`config.mk`:
```
export PLATFORM = sky130hd
export DESIGN_NAME = alu_serial_rx
export DESIGN_NICKNAME = d
export VERILOG_FILES = /design/src/rtl/alu_serial_rx.sv
export SDC_FILE = /design/constraint.sdc
export NUM_CORES = 1
export LEC_CHECK = 0
export ABC_AREA = 1
export ABC_CLOCK_PERIOD_IN_PS = 4320
export BUFFER_PORTS_ARGS = -buffer_cell sky130_fd_sc_hd__buf_2
export CORE_MARGIN = 10
export CORE_UTILIZATION = 60
export CTS_BUF_LIST = sky130_fd_sc_hd__clkbuf_4 sky130_fd_sc_hd__clkbuf_8
export DETAILED_ROUTE_END_ITERATION = 8
export PLACE_DENSITY_LB_ADDON = 0.08
export SYNTH_ARGS = -nofsm -noshare
export SYNTH_HDL_FRONTEND = slang
export SYNTH_SLANG_ARGS = --single-unit
```
`constraint.sdc`:
```
create_clock -name clk -period 4.32 [get_ports clk]
set_clock_uncertainty 0.1 [all_clocks]
set_input_delay 0.864 -clock clk [delete_from_list [all_inputs] [get_ports clk]]
set_output_delay 0.864 -clock clk [all_outputs]
set_load 0.005 [all_outputs]
```
`src/rtl/alu_serial_rx.sv`:
```
// alu_serial_rx: assembles 11-bit serial packets (8 DATA + 1 CTL) into an ALU command with error flags.
// Define ALU_SERIAL_RX_CRC_CHECK_EN to include the 4-bit frame CRC check (otherwise err_crc is tied to 0).
module alu_serial_rx #(
  parameter int GAP_LIMIT = 64
) (
  input  logic        clk,
  input  logic        rst_n,
  input  logic        sin,
  output logic        cmd_valid,
  output logic [31:0] a_out,
  output logic [31:0] b_out,
  output logic [2:0]  op_out,
  output logic [2:0]  err_flags,
  output logic        frame_err
);
  // state   | meaning
  // IDLE    | waiting for start bit; gap timer runs while a frame is partial
  // TYPE    | sampling the type bit (0 = DATA, 1 = CTL)
  // PAYLOAD | shifting in 8 payload bits, MSB first
  // STOP    | sampling the stop bit and committing the packet
  typedef enum logic [1:0] {IDLE, TYPE, PAYLOAD, STOP} state_t;

  localparam int            GW       = $clog2(GAP_LIMIT + 1);
  localparam logic [GW-1:0] GAP_LOAD = GW'(GAP_LIMIT);

  state_t        state_q;
  logic          type_q;
  logic [2:0]    bit_cnt_q;
  logic [7:0]    pay_q;
  logic [63:0]   data_q;
  logic [3:0]    cnt_q;
  logic [GW-1:0] gap_q;

  logic [63:0] data_d;
  logic [3:0]  cnt_d;
  logic [2:0]  err_d;
  logic        crc_bad;

  assign data_d = {data_q[55:0], pay_q};
  assign cnt_d  = (cnt_q == 4'd15) ? cnt_q : cnt_q + 4'd1;

`ifdef ALU_SERIAL_RX_CRC_CHECK_EN
  // Serial x^4 + x + 1, zero seed, message consumed MSB first.
  function automatic logic [3:0] crc4(input logic [67:0] msg);
    logic [3:0] c;
    logic       fb;
    c = 4'h0;
    for (int i = 67; i >= 0; i--) begin
      fb = c[3] ^ msg[i];
      c  = {c[2:0], 1'b0} ^ {2'b00, fb, fb};
    end
    return c;
  endfunction

  assign crc_bad = (crc4({data_q, 1'b1, pay_q[6:4]}) != pay_q[3:0]);
`else
  assign crc_bad = 1'b0;
`endif

  // Only ops 000, 001, 100, 101 are legal, i.e. op[1] must be clear.
  always_comb begin
    err_d = 3'b000;
    if (cnt_q != 4'd8)  err_d = 3'b100;
    else if (crc_bad)   err_d = 3'b010;
    else if (pay_q[5])  err_d = 3'b001;
  end

  always_ff @(posedge clk or negedge rst_n) begin
    if (!rst_n) begin
      state_q   <= IDLE;
      type_q    <= 1'b0;
      bit_cnt_q <= 3'd0;
      pay_q     <= 8'd0;
      data_q    <= 64'd0;
      cnt_q     <= 4'd0;
      gap_q     <= '0;
      cmd_valid <= 1'b0;
      frame_err <= 1'b0;
      a_out     <= 32'd0;
      b_out     <= 32'd0;
      op_out    <= 3'd0;
      err_flags <= 3'd0;
    end else begin
      cmd_valid <= 1'b0;
      frame_err <= 1'b0;
      case (state_q)
        IDLE: begin
          if (!sin) begin
            state_q <= TYPE;
            gap_q   <= GAP_LOAD;
          end else if (cnt_q != 4'd0) begin
            // gap_q reaches 1 on the GAP_LIMIT-th consecutive idle cycle
            if (gap_q == GW'(1)) begin
              cnt_q  <= 4'd0;
              data_q <= 64'd0;
            end else begin
              gap_q <= gap_q - GW'(1);
            end
          end
        end
        TYPE: begin
          type_q    <= sin;
          bit_cnt_q <= 3'd0;
          state_q   <= PAYLOAD;
        end
        PAYLOAD: begin
          pay_q     <= {pay_q[6:0], sin};
          bit_cnt_q <= bit_cnt_q + 3'd1;
          if (bit_cnt_q == 3'd7) state_q <= STOP;
        end
        STOP: begin
          state_q <= IDLE;
          if (!sin) begin
            frame_err <= 1'b1;
            cnt_q     <= 4'd0;
            data_q    <= 64'd0;
          end else if (!type_q) begin
            data_q <= data_d;
            cnt_q  <= cnt_d;
          end else begin
            cmd_valid <= 1'b1;
            op_out    <= pay_q[6:4];
            err_flags <= err_d;
            if (cnt_q == 4'd8) begin
              a_out <= data_q[31:0];
              b_out <= data_q[63:32];
            end else begin
              a_out <= 32'd0;
              b_out <= 32'd0;
            end
            cnt_q  <= 4'd0;
            data_q <= 64'd0;
          end
        end
        default: state_q <= IDLE;
      endcase
    end
  end

endmodule

```
==> results.py, run 1 <==
metrics = {
    "grt": {
        "grt_pass1_vias": 5182,
        "use_met1_pct": 25.6,
        "grt_pass1_wl_mm": 25.6,
        "antenna_found_initial": 0,
        "gr-usage-met3_pct": 4.58,
        "grt_usage_pct": 18.9,
        "gr-total-overflow": 0,
        "grt_util_met2_pct": 29.0,
        "busiest_layer": "met2",
        "grt_max_degree": 82,
    },
    "power_and_ir_drop": {
        "p_leak_nw": 4.00,
        "p_int_w": 0.00241,
        "combPwrFrac_pct": 30.0,
        "p_seq_share_pct": 43.7,
        "netSwitchingPower_w": 0.00151,
        "p_per_area_mw_per_mm2": 501,
        "p_sw_share_pct": 38.5,
        "peakVddDrop_mv": 0.396,
        "clock_power_share_pct": 26.3,
    },
    "routing": {
        "num_vias": 5352,
        "ant_nets": 0,
        "viasPerCell": 5.22,
        "post_drt_wl_per_cell_um": 14.8,
        "dr.first_iter.drc_count": 555,
        "drtPass1Iterations": 5,
        "wl_mm": 15.1,
        "drc": 0,
    },
    "cts": {
        "cts_tree": "yes",
        "cts_made_buffers": 17,
        "cts-root-buf": "clkbuf_8",
        "cts_resized": 0,
        "clock-sinks": 160,
        "htree_num_levels": 4,
        "ctsHoldBuffers": 0,
        "clock_latency_ns": 0.46,
        "cts_setup_buffers": 0,
        "ctsLongestPathBuffers": 2,
        "clkTransAtPathRegs_ns": 0.08,
    },
    "floorplanning": {
        "die-width_um": 130,
        "die_y_um": 130,
        "rows": 40,
        "design.core.area_mm2": 0.0120,
        "start_util_pct": 60.9,
        "io_pins": 75,
        "dieArea_mm2": 0.0169,
    },
    "yosys": {
        "yosysSeqAreaShare_pct": 55.0,
        "synth_area_leaders": "dfrtp_1 (55%), nand2_1 (11%), nand3_1 (5.6%), inv_1 (4.4%), nor2_1 (4.0%)",
        "syn_nets": 828,
        "synth-edff-count": 0,
        "synth_cell_types": 30,
        "yosysTopAreaCell": "dfrtp_1",
        "yosysWarnings": 0,
        "syn-cell-area_mm2": 0.00728,
        "yosysTopAreaCellShare_pct": 55.0,
        "ys_ff_latch": 160,
        "synthFlopType": "dfrtp_1",
        "syn_inst": 814,
        "synth-async-reset-ratio_pct": 100,
        "syn_area_per_cell_um2": 8.95,
    },
    "run": {
        "drv_cap": 0,
    },
    "place": {
        "place_inst": 995,
        "dp_hpwl_mm": 9.76,
        "globalplace.congestion": 0.807,
        "io_buffers": 73,
    },
    "timing": {
        "relSlewSlack_pct": 31.1,
        "tns_ns": 0,
        "slew_viol_final": 0,
        "period_minus_slack_ns": 2.73,
        "rsz0062_at_grt": "no",
        "fmax_ghz": 0.367,
        "setup_viol": 0,
        "period_share_pct": 63.1,
        "tightest_slew_ns": 1.03,
        "hold_violations": 0,
    },
    "setup_path": {
        "arrival_ns": 2.99,
        "path_class": "flip-flop to flip-flop",
        "end_kind": "flip-flop",
        "critPathMaxFanout": 57,
        "start_kind": "flip-flop",
        "required_ns": 4.59,
    },
    "run_status": {
        "status": "complete, no violations",
    },
    "worst_hold_path": {
        "min_path_type": "input pin to asynchronous set/reset pin",
    },
    "cells_and_area": {
        "layout-drive-gt1-share_pct": 18.7,
        "area_growth_pct": 7.30,
        "finalNetCount": 881,
        "fin_cells": 1025,
        "multi_input_area_mm2": 0.00251,
        "seq_area_mm2": 0.00400,
        "layout_common_cells": "nand2_1 (205), dfrtp_1 (160), inv_1 (86)",
        "antennaDiodeCount": 0,
        "layout_commonest_cell": "nand2_1",
        "fillerInstances": 1031,
    },
}
critical path, cell delays in order (launching register included):
cell and delay (ns):
dfrtp_1 0.40, ha_1 0.29, nand3_2 0.61, nor2_4 0.47, inv_2 0.42, o21ai_1 0.29
layer usage:
layer | vias to the layer above | wire length (um) | part of all wire [%]
li1 | 2641 | - | -
met1 | 2581 | 7000 | 46
met2 | 112 | 7140 | 47
met3 | 18 | 763 | 5.0
met4 | 0 | 219 | 1.4
met5 | - | 0 | 0
stage by stage:
step	utilization, %	hold slack, ns	area, um^2	power [W]	setup WS (ns)
after floorplan	-	0.342	7280	0.00296	2.42
after global routing	65.3	0.367	7810	0.00416	1.29
after detailed placement	62.3	0.367	7450	0.00291	1.16
final	65.3	0.324	7810	0.00391	1.59
after CTS	65.3	0.346	7810	0.00394	1.60
after global placement	62.3	0.354	7450	0.00287	1.30
worst paths after layout:
kind,slack (ns),from,end,cells after the start
worst max-delay path,1.59,state_q[0],a_out[0],5
worst min-delay path,0.32,rst_n,b_out[18],1
worst max register to register,1.59,state_q[0],a_out[0],5
worst min register to register,0.38,bit_cnt_q[0],bit_cnt_q[0],1
max in group asynchronous,2.93,rst_n,a_out[0],2
min in group clk,0.38,bit_cnt_q[0],bit_cnt_q[0],1
area by class of cell:
cell class / count / area share, %
clock buffers: 24 / 3.91
clock inverters: 6 / 0.753
inverters: 87 / 4.18
multi-input cells: 522 / 32.1
flip-flops and latches: 160 / 51.2
well taps: 147 / 2.35
repair buffers: 79 / 5.49
cells in the mapped netlist, types with 4 or more instances:
cell / count
nand2_1: 205
dfrtp_1: 160
inv_1: 86
nand3_1: 82
nor2_1: 78
o21ai_1: 56
nand2_2: 46
o21ai_0: 16
ha_1: 11
buf_8: 10
clkbuf_1: 10
a22o_1: 8
buf_2: 8
clkbuf_8: 6
buf_6: 5
nand4_1: 4
nor2_4: 4
power groups by stage:
stage / Clock [W] / Sequential, W / Combinational, W
after detailed placement: 0 / 0.00174 / 0.00117
after global placement: 0 / 0.00173 / 0.00113
final: 0.00103 / 0.00171 / 0.00117
after CTS: 0.00105 / 0.00171 / 0.00118
after global routing: 0.00111 / 0.00173 / 0.00132
after floorplan: 0 / 0.00172 / 0.00124
flip-flops by register name, indices dropped and copies added, names as in the netlist:
signal,count
data_q,64
type_q,1
state_q,2
op_out,3
cnt_q,4
pay_q,8
err_flags,2
gap_q,7
cmd_valid,1
frame_err,1
a_out,32
b_out,32
bit_cnt_q,3
kinds of logic after synthesis:
| group | count (synthesis) | share of synthesized area (%) |
|---|---|---|
| AO/OA/AOI/OAI | 86 | 6.55 |
| XOR/XNOR | 2 | 0.241 |
| adder cells (fa/ha/maj) | 11 | 1.89 |
| buffers and inverters | 132 | 10.7 |
| flip-flops | 160 | 55.0 |
| other | 1 | 0.0515 |
| AND/OR/NAND/NOR | 422 | 25.6 |
Power figures use the tool's default switching activity.
==> inputs of run 2 (changes only) <==
--- a/config.mk
+++ b/config.mk
@@ -5,11 +5,11 @@
 export SDC_FILE = /design/constraint.sdc
 export NUM_CORES = 1
 export LEC_CHECK = 0
-export ABC_AREA = 1
-export ABC_CLOCK_PERIOD_IN_PS = 4320
+export ABC_AREA = 0
+export ABC_CLOCK_PERIOD_IN_PS = 2470
 export BUFFER_PORTS_ARGS = -buffer_cell sky130_fd_sc_hd__buf_2
 export CORE_MARGIN = 10
-export CORE_UTILIZATION = 60
+export CORE_UTILIZATION = 54
 export CTS_BUF_LIST = sky130_fd_sc_hd__clkbuf_4 sky130_fd_sc_hd__clkbuf_8
 export DETAILED_ROUTE_END_ITERATION = 8
 export PLACE_DENSITY_LB_ADDON = 0.08
==> constraint.sdc (replaced) <==
create_clock -name clk -period 2.47 [get_ports clk]
set_clock_uncertainty 0.1 [all_clocks]
set_input_delay 0.494 -clock clk [delete_from_list [all_inputs] [get_ports clk]]
set_output_delay 0.494 -clock clk [all_outputs]
set_load 0.005 [all_outputs]
==> results.py, run 2 <==
metrics = {
    "grt": {
        "grt_util_met2_pct": 26.5,
        "gr-total-overflow": 0,
        "grt_usage_pct": 17.2,
        "grt_pass1_wl_mm": 23.0,
        "grt_pass1_vias": 4465,
        "use_met1_pct": 23.1,
        "gr-usage-met3_pct": 5.09,
        "busiest_layer": "met2",
        "antenna_found_initial": 0,
        "grt_max_degree": 71,
    },
    "power_and_ir_drop": {
        "p_per_area_mw_per_mm2": 900,
        "peakVddDrop_mv": 0.520,
        "p_leak_nw": 3.60,
    },
    "run_status": {
        "status": "complete, no violations",
    },
    "routing": {
        "ant_nets": 0,
        "dr.first_iter.drc_count": 446,
        "drc": 0,
        "num_vias": 4532,
        "viasPerCell": 5.69,
        "drtPass1Iterations": 7,
        "post_drt_wl_per_cell_um": 17.7,
        "wl_mm": 14.1,
    },
    "cells_and_area": {
        "layout_common_cells": "dfrtp_1 (160), nand2_1 (145), buf_2 (72)",
        "largest-register": "data_q",
        "antennaDiodeCount": 0,
        "layout_commonest_cell": "dfrtp_1",
        "fin_area_mm2": 0.00737,
        "post-route-util_pct": 64.0,
        "largestRegisters": "data_q x64, a_out x32, b_out x32",
        "finalNetCount": 656,
        "largest_reg_flops": 64,
        "area_growth_pct": 15.3,
        "layout-drive-gt1-share_pct": 20.9,
    },
    "yosys": {
        "syn-cell-area_mm2": 0.00639,
        "yosysWarnings": 0,
        "synthFlopType": "dfrtp_1",
        "synth-edff-count": 0,
        "syn_area_per_cell_um2": 11.1,
        "yosysTopAreaCellShare_pct": 62.7,
        "yosysSeqAreaShare_pct": 62.7,
        "yosysMostFrequentCell": "dfrtp_1",
        "synth_cell_types": 44,
        "synth_common_cells": "dfrtp_1 (160), nand2_1 (145), a22o_1 (68), o21ai_0 (52), clkbuf_1 (22)",
        "yosysTopAreaCell": "dfrtp_1",
        "syn_inst": 577,
        "synth_area_leaders": "dfrtp_1 (63%), a22o_1 (9.3%), nand2_1 (8.5%), o21ai_0 (4.1%), ha_1 (2.2%)",
        "syn_nets": 591,
        "ys_ff_latch": 160,
        "synth-async-reset-ratio_pct": 100,
    },
    "timing": {
        "period_share_pct": 97.0,
        "setup_viol": 0,
        "final.setup.worst_slack_ns": 0.0736,
        "hold_violations": 0,
        "slew_viol_final": 0,
        "fmax_ghz": 0.417,
        "relSlewSlack_pct": 48.2,
        "tns_ns": 0,
        "period_minus_slack_ns": 2.40,
        "rsz0062_at_grt": "no",
        "tightest_slew_ns": 0.778,
    },
    "setup_path": {
        "critPathMaxFanout": 58,
        "r2r_start": "gap_q[1]",
        "required_ns": 2.72,
        "path_class": "flip-flop to flip-flop",
        "critPathLaunch": "gap_q[1]",
        "start_kind": "flip-flop",
        "reg2reg_slack_ns": 0.07,
        "end_kind": "flip-flop",
        "arrival_ns": 2.64,
    },
    "floorplanning": {
        "io_pins": 75,
        "rows": 39,
        "die-width_um": 129,
        "design.core.area_mm2": 0.0115,
        "die_y_um": 129,
        "start_util_pct": 55.5,
        "dieArea_mm2": 0.0166,
    },
    "cts": {
        "clock-sinks": 160,
        "cts-root-buf": "clkbuf_8",
        "clkTransAtPathRegs_ns": 0.08,
        "cts_tree": "yes",
        "htree_num_levels": 4,
        "cts_made_buffers": 17,
        "ctsLongestPathBuffers": 2,
        "clock_latency_ns": 0.44,
    },
    "place": {
        "dp_hpwl_mm": 9.03,
        "io_buffers": 73,
        "place_area_mm2": 0.00689,
        "globalplace.congestion": 0.817,
        "place_ws_ns": 0.00784,
    },
    "worst_hold_path": {
        "hp-start": "sin",
        "min_path_type": "input pin to flip-flop",
    },
    "run": {
        "drv_cap": 0,
    },
}
-- run 2: kinds of logic (layout without fill, tap and decap cells) --
group | after synthesis | in the layout | synth area share (%)
mux | 12 | 12 | 2.08
xor+xnor | 2 | 2 | 0.274
buf+inv | 56 | 133 | 4.02
other cells | 1 | 1 | 0.0587
fa+ha+maj | 11 | 11 | 2.15
flops | 160 | 160 | 62.7
compound gates | 159 | 159 | 17.2
simple gates | 176 | 176 | 11.5
-- run 2: power breakdown --
part	internal, W	switching, W	total [W]
sequential	0.00286	0.000227	0.00309
clock	0.00108	0.000932	0.00201
combinational	0.000565	0.000958	0.00152
total	0.00451	0.00212	0.00663
-- run 2: per-layer routing --
metal	vias up	wire length [um]
li1	2137	-
met1	2241	6540
met2	132	6490
met3	22	871
met4	0	191
met5	-	0
-- run 2: worst max-delay path, cell delays in order (launching register included) --
cell	delay [ns]
dfrtp_1	0.39
inv_1	0.10
ha_1	0.20
or4b_1	0.50
o41a_4	0.57
buf_12	0.20
o21ai_0	0.22
-- run 2: final cells by class --
cell class	instances	area [um^2]
inverter	13	48.8
clock inverter	9	133
timing repair buffer	89	574
sequential	160	4000
clock buffer	22	284
fill	960	4150
tap	143	179
multi-input combinational	361	2140
-- run 2: worst paths after layout --
path	depth (start not counted)	endpoint
worst max-delay path	6	data_q[6]
worst min-delay path	2	frame_err
worst max register to register	6	data_q[6]
worst min register to register	2	op_out[2]
max in group asynchronous	3	a_out[21]
min in group asynchronous	2	b_out[26]
-- run 2: timing repair --
action	CTS	global route
setup buffers	0	0
hold endpoints to repair	61	0
hold buffers	1	0
endpoints found under the setup margin	3	18
resized for setup	1	4
gates cloned	0	1
-- run 2: per-stage QoR --
| stage | hold slack [ns] | power, W | cells |
|---|---|---|---|
| after floorplan | 0.0984 | 0.00417 | 577 |
| after global placement | 0.357 | 0.00450 | 764 |
| after detailed placement | 0.362 | 0.00456 | 764 |
| after CTS | 0.253 | 0.00657 | 796 |
| after global routing | 0.304 | 0.00698 | 797 |
| final | 0.284 | 0.00663 | 797 |
